===== src/rtl/performance_ch_stat_collector.sv =====
// performance_ch_stat_collector
// Services the per-channel counters' ready / copy-complete handshake.
// A round-robin arbiter picks one ready channel at a time, its latency sum
// and request count are latched, a restoring divider produces the truncated
// average, and the result is written to per-channel output registers while
// copy-complete is pulsed back to that channel.
//
// Handshake: i_ready[k] is a level from counter k. A channel is eligible only
// when it is ready and armed. Arming is lost on grant and regained once ready
// is seen low outside of that channel's own service. This keeps the stale
// ready, which lingers briefly after o_cp_cmplt[k], from being granted twice.
// o_cp_cmplt[k] is a single-cycle pulse, one per grant.
module performance_ch_stat_collector #(
  parameter int CH      = 4,
  parameter int DATA_WD = 32,
  parameter int CNT_WD  = 12
) (
  input  logic                  i_bus_clk,
  input  logic                  i_bus_rst_n,
  input  logic [CH-1:0]         i_ready,
  input  logic [CH*DATA_WD-1:0] i_sum,
  input  logic [CH*CNT_WD-1:0]  i_req_cnt,
  output logic [CH-1:0]         o_cp_cmplt,
  output logic [CH*DATA_WD-1:0] o_avg,
  output logic [CH*CNT_WD-1:0]  o_sample_cnt,
  output logic [CH-1:0]         o_avg_valid,
  output logic [CH-1:0]         o_div_zero,
  input  logic [CH-1:0]         i_avg_rd,
  output logic                  o_busy,
  output logic [2:0]            o_dbg_state
);

  localparam int PTR_W = (CH > 1) ? $clog2(CH) : 1;
  localparam int IT_W  = $clog2(DATA_WD + 1);

  // DONE commits the result, CMPLT is the cycle in which copy-complete is
  // visible before the arbiter is allowed to grant again.
  typedef enum logic [2:0] {
    S_IDLE  = 3'd0,
    S_LATCH = 3'd1,
    S_DIV   = 3'd2,
    S_DONE  = 3'd3,
    S_CMPLT = 3'd4
  } state_t;

  state_t                     state_q, state_d;
  logic [PTR_W-1:0]           ptr_q, ptr_d;
  logic [PTR_W-1:0]           gnt_q, gnt_d;
  logic [CH-1:0]              armed_q, armed_d;
  logic [DATA_WD-1:0]         dvd_q, dvd_d;
  logic [CNT_WD-1:0]          dvs_q, dvs_d;
  logic [DATA_WD-1:0]         quo_q, quo_d;
  logic [CNT_WD:0]            rem_q, rem_d;
  logic [IT_W-1:0]            it_q, it_d;
  logic [CH-1:0][DATA_WD-1:0] avg_q, avg_d;
  logic [CH-1:0][CNT_WD-1:0]  scnt_q, scnt_d;
  logic [CH-1:0]              valid_q, valid_d;
  logic [CH-1:0]              dz_q, dz_d;
  logic [CH-1:0]              cp_q, cp_d;
  logic                       busy_q, busy_d;

  logic [CH-1:0][DATA_WD-1:0] sum_arr;
  logic [CH-1:0][CNT_WD-1:0]  cnt_arr;
  logic [CH-1:0]              elig;
  logic                       found;
  logic [PTR_W-1:0]           pick;
  logic [CNT_WD+1:0]          rem_sh;
  logic [CNT_WD+1:0]          rem_full;
  logic                       q_bit;

  assign sum_arr = i_sum;
  assign cnt_arr = i_req_cnt;
  assign elig    = i_ready & armed_q;

  // base + off, wrapped into the channel range
  function automatic logic [PTR_W-1:0] rr_idx(input logic [PTR_W-1:0] base, input int off);
    int s;
    s = int'(base) + off;
    if (s >= CH) s = s - CH;
    return PTR_W'(s);
  endfunction

  // Round-robin search: first eligible channel at or above the pointer
  always_comb begin
    found = 1'b0;
    pick  = '0;
    for (int i = 0; i < CH; i++) begin
      if (!found && elig[rr_idx(ptr_q, i)]) begin
        found = 1'b1;
        pick  = rr_idx(ptr_q, i);
      end
    end
  end

  // One restoring-division step: shift in the next dividend bit, subtract if it fits
  always_comb begin
    rem_sh   = {rem_q, dvd_q[DATA_WD-1]};
    q_bit    = (rem_sh >= {2'b00, dvs_q});
    rem_full = q_bit ? (rem_sh - {2'b00, dvs_q}) : rem_sh;
  end

  // Arming: drop on grant, re-arm when ready is seen low outside own service
  always_comb begin
    armed_d = armed_q;
    for (int k = 0; k < CH; k++) begin
      if (!i_ready[k] && !((state_q != S_IDLE) && (gnt_q == PTR_W'(k)))) armed_d[k] = 1'b1;
    end
    if ((state_q == S_IDLE) && found) armed_d[pick] = 1'b0;
  end

  // Sequencer: grant, latch operands, divide, commit result and pulse copy-complete
  always_comb begin
    state_d = state_q;
    ptr_d   = ptr_q;
    gnt_d   = gnt_q;
    dvd_d   = dvd_q;
    dvs_d   = dvs_q;
    quo_d   = quo_q;
    rem_d   = rem_q;
    it_d    = it_q;
    avg_d   = avg_q;
    scnt_d  = scnt_q;
    valid_d = valid_q & ~i_avg_rd;
    dz_d    = dz_q & ~i_avg_rd;
    cp_d    = '0;
    case (state_q)
      S_IDLE: begin
        if (found) begin
          gnt_d   = pick;
          ptr_d   = rr_idx(pick, 1);
          state_d = S_LATCH;
        end
      end
      S_LATCH: begin
        dvd_d   = sum_arr[gnt_q];
        dvs_d   = cnt_arr[gnt_q];
        quo_d   = '0;
        rem_d   = '0;
        it_d    = '0;
        state_d = S_DIV;
      end
      S_DIV: begin
        if (it_q == IT_W'(DATA_WD)) begin
          state_d = S_DONE;
        end else begin
          dvd_d = {dvd_q[DATA_WD-2:0], 1'b0};
          quo_d = {quo_q[DATA_WD-2:0], q_bit};
          rem_d = (CNT_WD+1)'(rem_full);
          it_d  = it_q + 1'b1;
        end
      end
      S_DONE: begin
        // a same-cycle read pulse loses to this write
        avg_d[gnt_q]   = (dvs_q == '0) ? '1 : quo_q;
        scnt_d[gnt_q]  = dvs_q;
        valid_d[gnt_q] = 1'b1;
        dz_d[gnt_q]    = (dvs_q == '0);
        cp_d[gnt_q]    = 1'b1;
        state_d        = S_CMPLT;
      end
      S_CMPLT: begin
        state_d = S_IDLE;
      end
      default: begin
        state_d = S_IDLE;
      end
    endcase
    busy_d = (state_d != S_IDLE);
  end

  // State and output registers
  always_ff @(posedge i_bus_clk or negedge i_bus_rst_n) begin
    if (!i_bus_rst_n) begin
      state_q <= S_IDLE;
      ptr_q   <= '0;
      gnt_q   <= '0;
      armed_q <= '1;
      dvd_q   <= '0;
      dvs_q   <= '0;
      quo_q   <= '0;
      rem_q   <= '0;
      it_q    <= '0;
      avg_q   <= '0;
      scnt_q  <= '0;
      valid_q <= '0;
      dz_q    <= '0;
      cp_q    <= '0;
      busy_q  <= 1'b0;
    end else begin
      state_q <= state_d;
      ptr_q   <= ptr_d;
      gnt_q   <= gnt_d;
      armed_q <= armed_d;
      dvd_q   <= dvd_d;
      dvs_q   <= dvs_d;
      quo_q   <= quo_d;
      rem_q   <= rem_d;
      it_q    <= it_d;
      avg_q   <= avg_d;
      scnt_q  <= scnt_d;
      valid_q <= valid_d;
      dz_q    <= dz_d;
      cp_q    <= cp_d;
      busy_q  <= busy_d;
    end
  end

  assign o_cp_cmplt   = cp_q;
  assign o_avg        = avg_q;
  assign o_sample_cnt = scnt_q;
  assign o_avg_valid  = valid_q;
  assign o_div_zero   = dz_q;
  assign o_busy       = busy_q;
  assign o_dbg_state  = state_q;

endmodule


===== config.mk =====
export PLATFORM = sky130hd
export DESIGN_NAME = performance_ch_stat_collector
export DESIGN_NICKNAME = d
export VERILOG_FILES = /design/src/rtl/performance_ch_stat_collector.sv
export SDC_FILE = /design/constraint.sdc
export NUM_CORES = 1
export LEC_CHECK = 0
export BUFFER_PORTS_ARGS = -buffer_cell sky130_fd_sc_hd__buf_2
export CAP_MARGIN = 20
export CORE_ASPECT_RATIO = 0.8
export CORE_MARGIN = 2
export CORE_UTILIZATION = 23
export DETAILED_ROUTE_END_ITERATION = 10
export GPL_TIMING_DRIVEN = 0
export SYNTH_ARGS = -nofsm -noshare
export SYNTH_HDL_FRONTEND = slang
export SYNTH_SLANG_ARGS = --single-unit
export TNS_END_PERCENT = 1

===== constraint.sdc =====
create_clock -name i_bus_clk -period 3.3 [get_ports i_bus_clk]
set_input_delay 0.33 -clock i_bus_clk [delete_from_list [all_inputs] [get_ports i_bus_clk]]
set_output_delay 0.33 -clock i_bus_clk [all_outputs]
set_load 0.01 [all_outputs]

==> results.sh <==
export IMPL_vdd_drop_max_mv=0.376
export IMPL_syn_area_per_cell_um2=10.5
export IMPL_fmax_mhz=346
export IMPL_synth_most_common_cell="dfrtp_1"
export IMPL_synth_fa_ha_area_frac=0.0189
export IMPL_synth_cells=1232
export IMPL_setup_viol=0
export IMPL_io_pins=378
export IMPL_io_buffers=377
export IMPL_combPwrFrac=0.411
export IMPL_wl_per_cell_um=19.1
export IMPL_clk_pin_slew_ns=0.06
export IMPL_synth_simple_area_share=0.143
export IMPL_setup_tns_ns=0
export IMPL_pwr_share_seq=0.347
export IMPL_synth_top_cell_by_area="dfrtp_1"
export IMPL_path_class="reg2reg"
export IMPL_vias=11113
export IMPL_first_pass_iters=5
export IMPL_clockPowerShare=0.242
export IMPL_clkSinkCount=295
export IMPL_synth_common_cells="291 x dfrtp_1, 216 x nand2_1, 154 x nor2_1, 114 x a21oi_1, 72 x o21ai_0"
export IMPL_dp_cells=2361
export IMPL_antenna_found_initial=7
export IMPL_synthMuxAreaShare=0.113
export IMPL_die_w_um=270
export IMPL_drtIter0Drc=730
export IMPL_pre_cts_slack_ns=0.00169
export IMPL_antenna_left=0
export IMPL_grt_pass1_wl_um=70800
export IMPL_ys_flop_type="dfrtp_1"
export IMPL_numCtsBuffers=35
export IMPL_cts_buffer_depth=3
export IMPL_p_per_area_nw_per_um2=972
export IMPL_fin_nets=1856
export IMPL_end_kind="flip-flop"
export IMPL_async_flop_share=1.00
export IMPL_htree_levels=2
export IMPL_syn_nets=1437
export IMPL_p_sw_frac=0.401
export IMPL_synth_compound_area_frac=0.114
export IMPL_skew_ns=0.0187
export IMPL_leakagePower_nw=8.47
export IMPL_cap_violations=0
export IMPL_core_area_um2=55500
export IMPL_track_usage=0.158
export IMPL_status="finished, final reports clean"
export IMPL_synth_edf_count=0
export IMPL_ys_ff_latch=295
export IMPL_syn_to_final_growth_pct=31.8
export IMPL_overflow=0
export IMPL_worstPathRequired_ns=3.67
export IMPL_slew_headroom=0.301
export IMPL_cts_post_setup_buffers_inserted=0
export IMPL_num_rows=77
export IMPL_synth_top_family_by_area="simple AND/OR/NAND/NOR gates"
export IMPL_hpwl_um=35300
export IMPL_p_sw_w=0.00667
export IMPL_drt_wl_total_um=46400
export IMPL_rsz0062_at_grt="false"
export IMPL_dieArea_um2=58300
export IMPL_hold_path_class="in2reg"
export IMPL_place_congestion=0.908
export IMPL_drv_slew=0
export IMPL_fin_ws_ns=0.407
export IMPL_ys_types=57
export IMPL_yosys_warnings=0
export IMPL_cp_max_fo=10
export IMPL_intPower_w=0.00996
export IMPL_finalNonFillerCells=2428
export IMPL_synth_top_area_frac=0.561
export IMPL_fin_crit_ns=2.89
export IMPL_dieHeight_um=216
export IMPL_synth_cell_area_um2=13000
export IMPL_cts_tree="yes"
export IMPL_tightestPinTransition_ns=1.05
export IMPL_worstPathArrival_ns=3.26
export IMPL_finalCritPeriodShare=0.877
export IMPL_start_kind="flip-flop"
export IMPL_viasPerCell=4.58
export IMPL_synth_xor_area_frac=0.00743
export IMPL_hold_viol_final=0
export IMPL_cts_root_buf="clkbuf_16"
export IMPL_p_total_w=0.0166
export IMPL_grt_max_degree=118
export IMPL_seq_area_frac_synth=0.569
export IMPL_drive_gt1_frac=0.321
export IMPL_start_util=0.234
export IMPL_drc=0
export IMPL_yosys_top_cells_area="dfrtp_1 56%, mux4_2 7.6%, nand2_1 6.2%"
export IMPL_clock_latency_ns=0.54
export IMPL_first_global_vias=11654
power groups by stage:
stage / clock network, W / logic (W) / registers, W
6_report: 0.00403 / 0.00684 / 0.00577
2_1_floorplan: 0 / 0.00395 / 0.00595
5_1_grt: 0.00432 / 0.00759 / 0.00593
3_5_place_dp: 0 / 0.00689 / 0.00583
3_3_place_gp: 0 / 0.00673 / 0.00579
4_1_cts: 0.00417 / 0.00692 / 0.00577
repair_timing:
action / in CTS / in global routing
endpoints found under the hold margin: 79 / 0
endpoints found under the setup margin: 0 / 42
hold buffers: 2 / 0
resized for setup: 0 / 2
routing by layer:
| layer | up-vias | share of wire | GRT usage | routed length (µm) |
|---|---|---|---|---|
| li1 | 5114 | - | - | - |
| met1 | 5567 | 0.46 | 0.211 | 21100 |
| met2 | 363 | 0.46 | 0.256 | 21300 |
| met3 | 67 | 0.064 | 0.0356 | 2950 |
| met4 | 2 | 0.021 | 0.0469 | 991 |
| met5 | - | 0.00026 | 0 | 12 |
state kept, by name, summed over array words and instances, names as in the netlist, 4 cells and up:
register / count
o_cp_cmplt: 4
it_q: 6
o_avg: 128
o_div_zero: 4
o_avg_valid: 4
rem_q: 13
quo_q: 32
dvd_q: 32
o_sample_cnt: 48
dvs_q: 12
armed_q: 4
stage by stage:
stage / instance area, µm² / hold slack (ns) / util
final: 17100 / 0.0539 / 0.308
after global placement: 15800 / 0.451 / 0.285
after global routing: 17100 / 0.0641 / 0.308
after detailed placement: 15900 / 0.361 / 0.286
after floorplan: 13000 / 0.0344 / -
after CTS: 17100 / 0.0222 / 0.308
final timing paths:
check | startpoint | end | slack, ns | cells past startpoint
setup / recovery | o_dbg_state[2] | o_avg[36] | 0.41 | 5
max in group asynchronous | i_bus_rst_n | it_q[2] | 1.77 | 3
setup reg to reg | o_dbg_state[2] | o_avg[36] | 0.41 | 5
min in group asynchronous | i_bus_rst_n | o_avg[119] | 0.38 | 2
hold reg to reg | dvd_q[13] | dvd_q[13] | 0.47 | 2
hold / removal | i_avg_rd[1] | o_div_zero[1] | 0.05 | 4
worst max-delay path, cell delays in order (launching register included):
cell,delay (ns)
dfrtp_1,0.47
nand3b_1,0.35
nor3_4,0.58
clkbuf_1,0.58
buf_1,0.58
a21oi_1,0.15
placed cells by master, fill, tap and decap left out, types with 3 or more instances in the layout:
| cell | count |
|---|---|
| xnor2_1 | 5 |
| a21o_1 | 7 |
| nand3_1 | 52 |
| dfrtp_1 | 291 |
| o221ai_1 | 6 |
| o21bai_1 | 3 |
| nand2_1 | 216 |
| a22oi_1 | 30 |
| clkinvlp_4 | 4 |
| o21ai_1 | 3 |
| clkbuf_16 | 36 |
| o21ai_0 | 72 |
| clkinv_2 | 6 |
| clkbuf_1 | 61 |
| bufinv_16 | 4 |
| mux2_2 | 37 |
| ha_1 | 18 |
| clkbuf_8 | 4 |
| mux4_2 | 44 |
| a31oi_1 | 3 |
| a21oi_1 | 114 |
| mux2i_1 | 4 |
| diode_2 | 4 |
| xor2_1 | 6 |
| nor2_1 | 154 |
| nor4_1 | 3 |
| dfstp_2 | 4 |
| and4_1 | 4 |
| buf_2 | 383 |
| buf_1 | 12 |
| inv_1 | 33 |
final cells by class:
type	count	area (µm²)
flip-flops and latches	295	7390
fillers	5782	38400
clock inverters	18	223
diodes	4	10.0
well taps	750	938
clock buffers	42	963
multi-input cells	825	5160
plain buffers	79	313
inverters	33	124
repair buffers	382	1980
logic make-up after synthesis:
group           count (synthesis)
flops                         295
fa+ha+maj                      19
simple gates                  450
xor+xnor                       11
compound gates                258
mux                            87
buf+inv                       112
No activity file was read; power rests on OpenSTA's default activity.
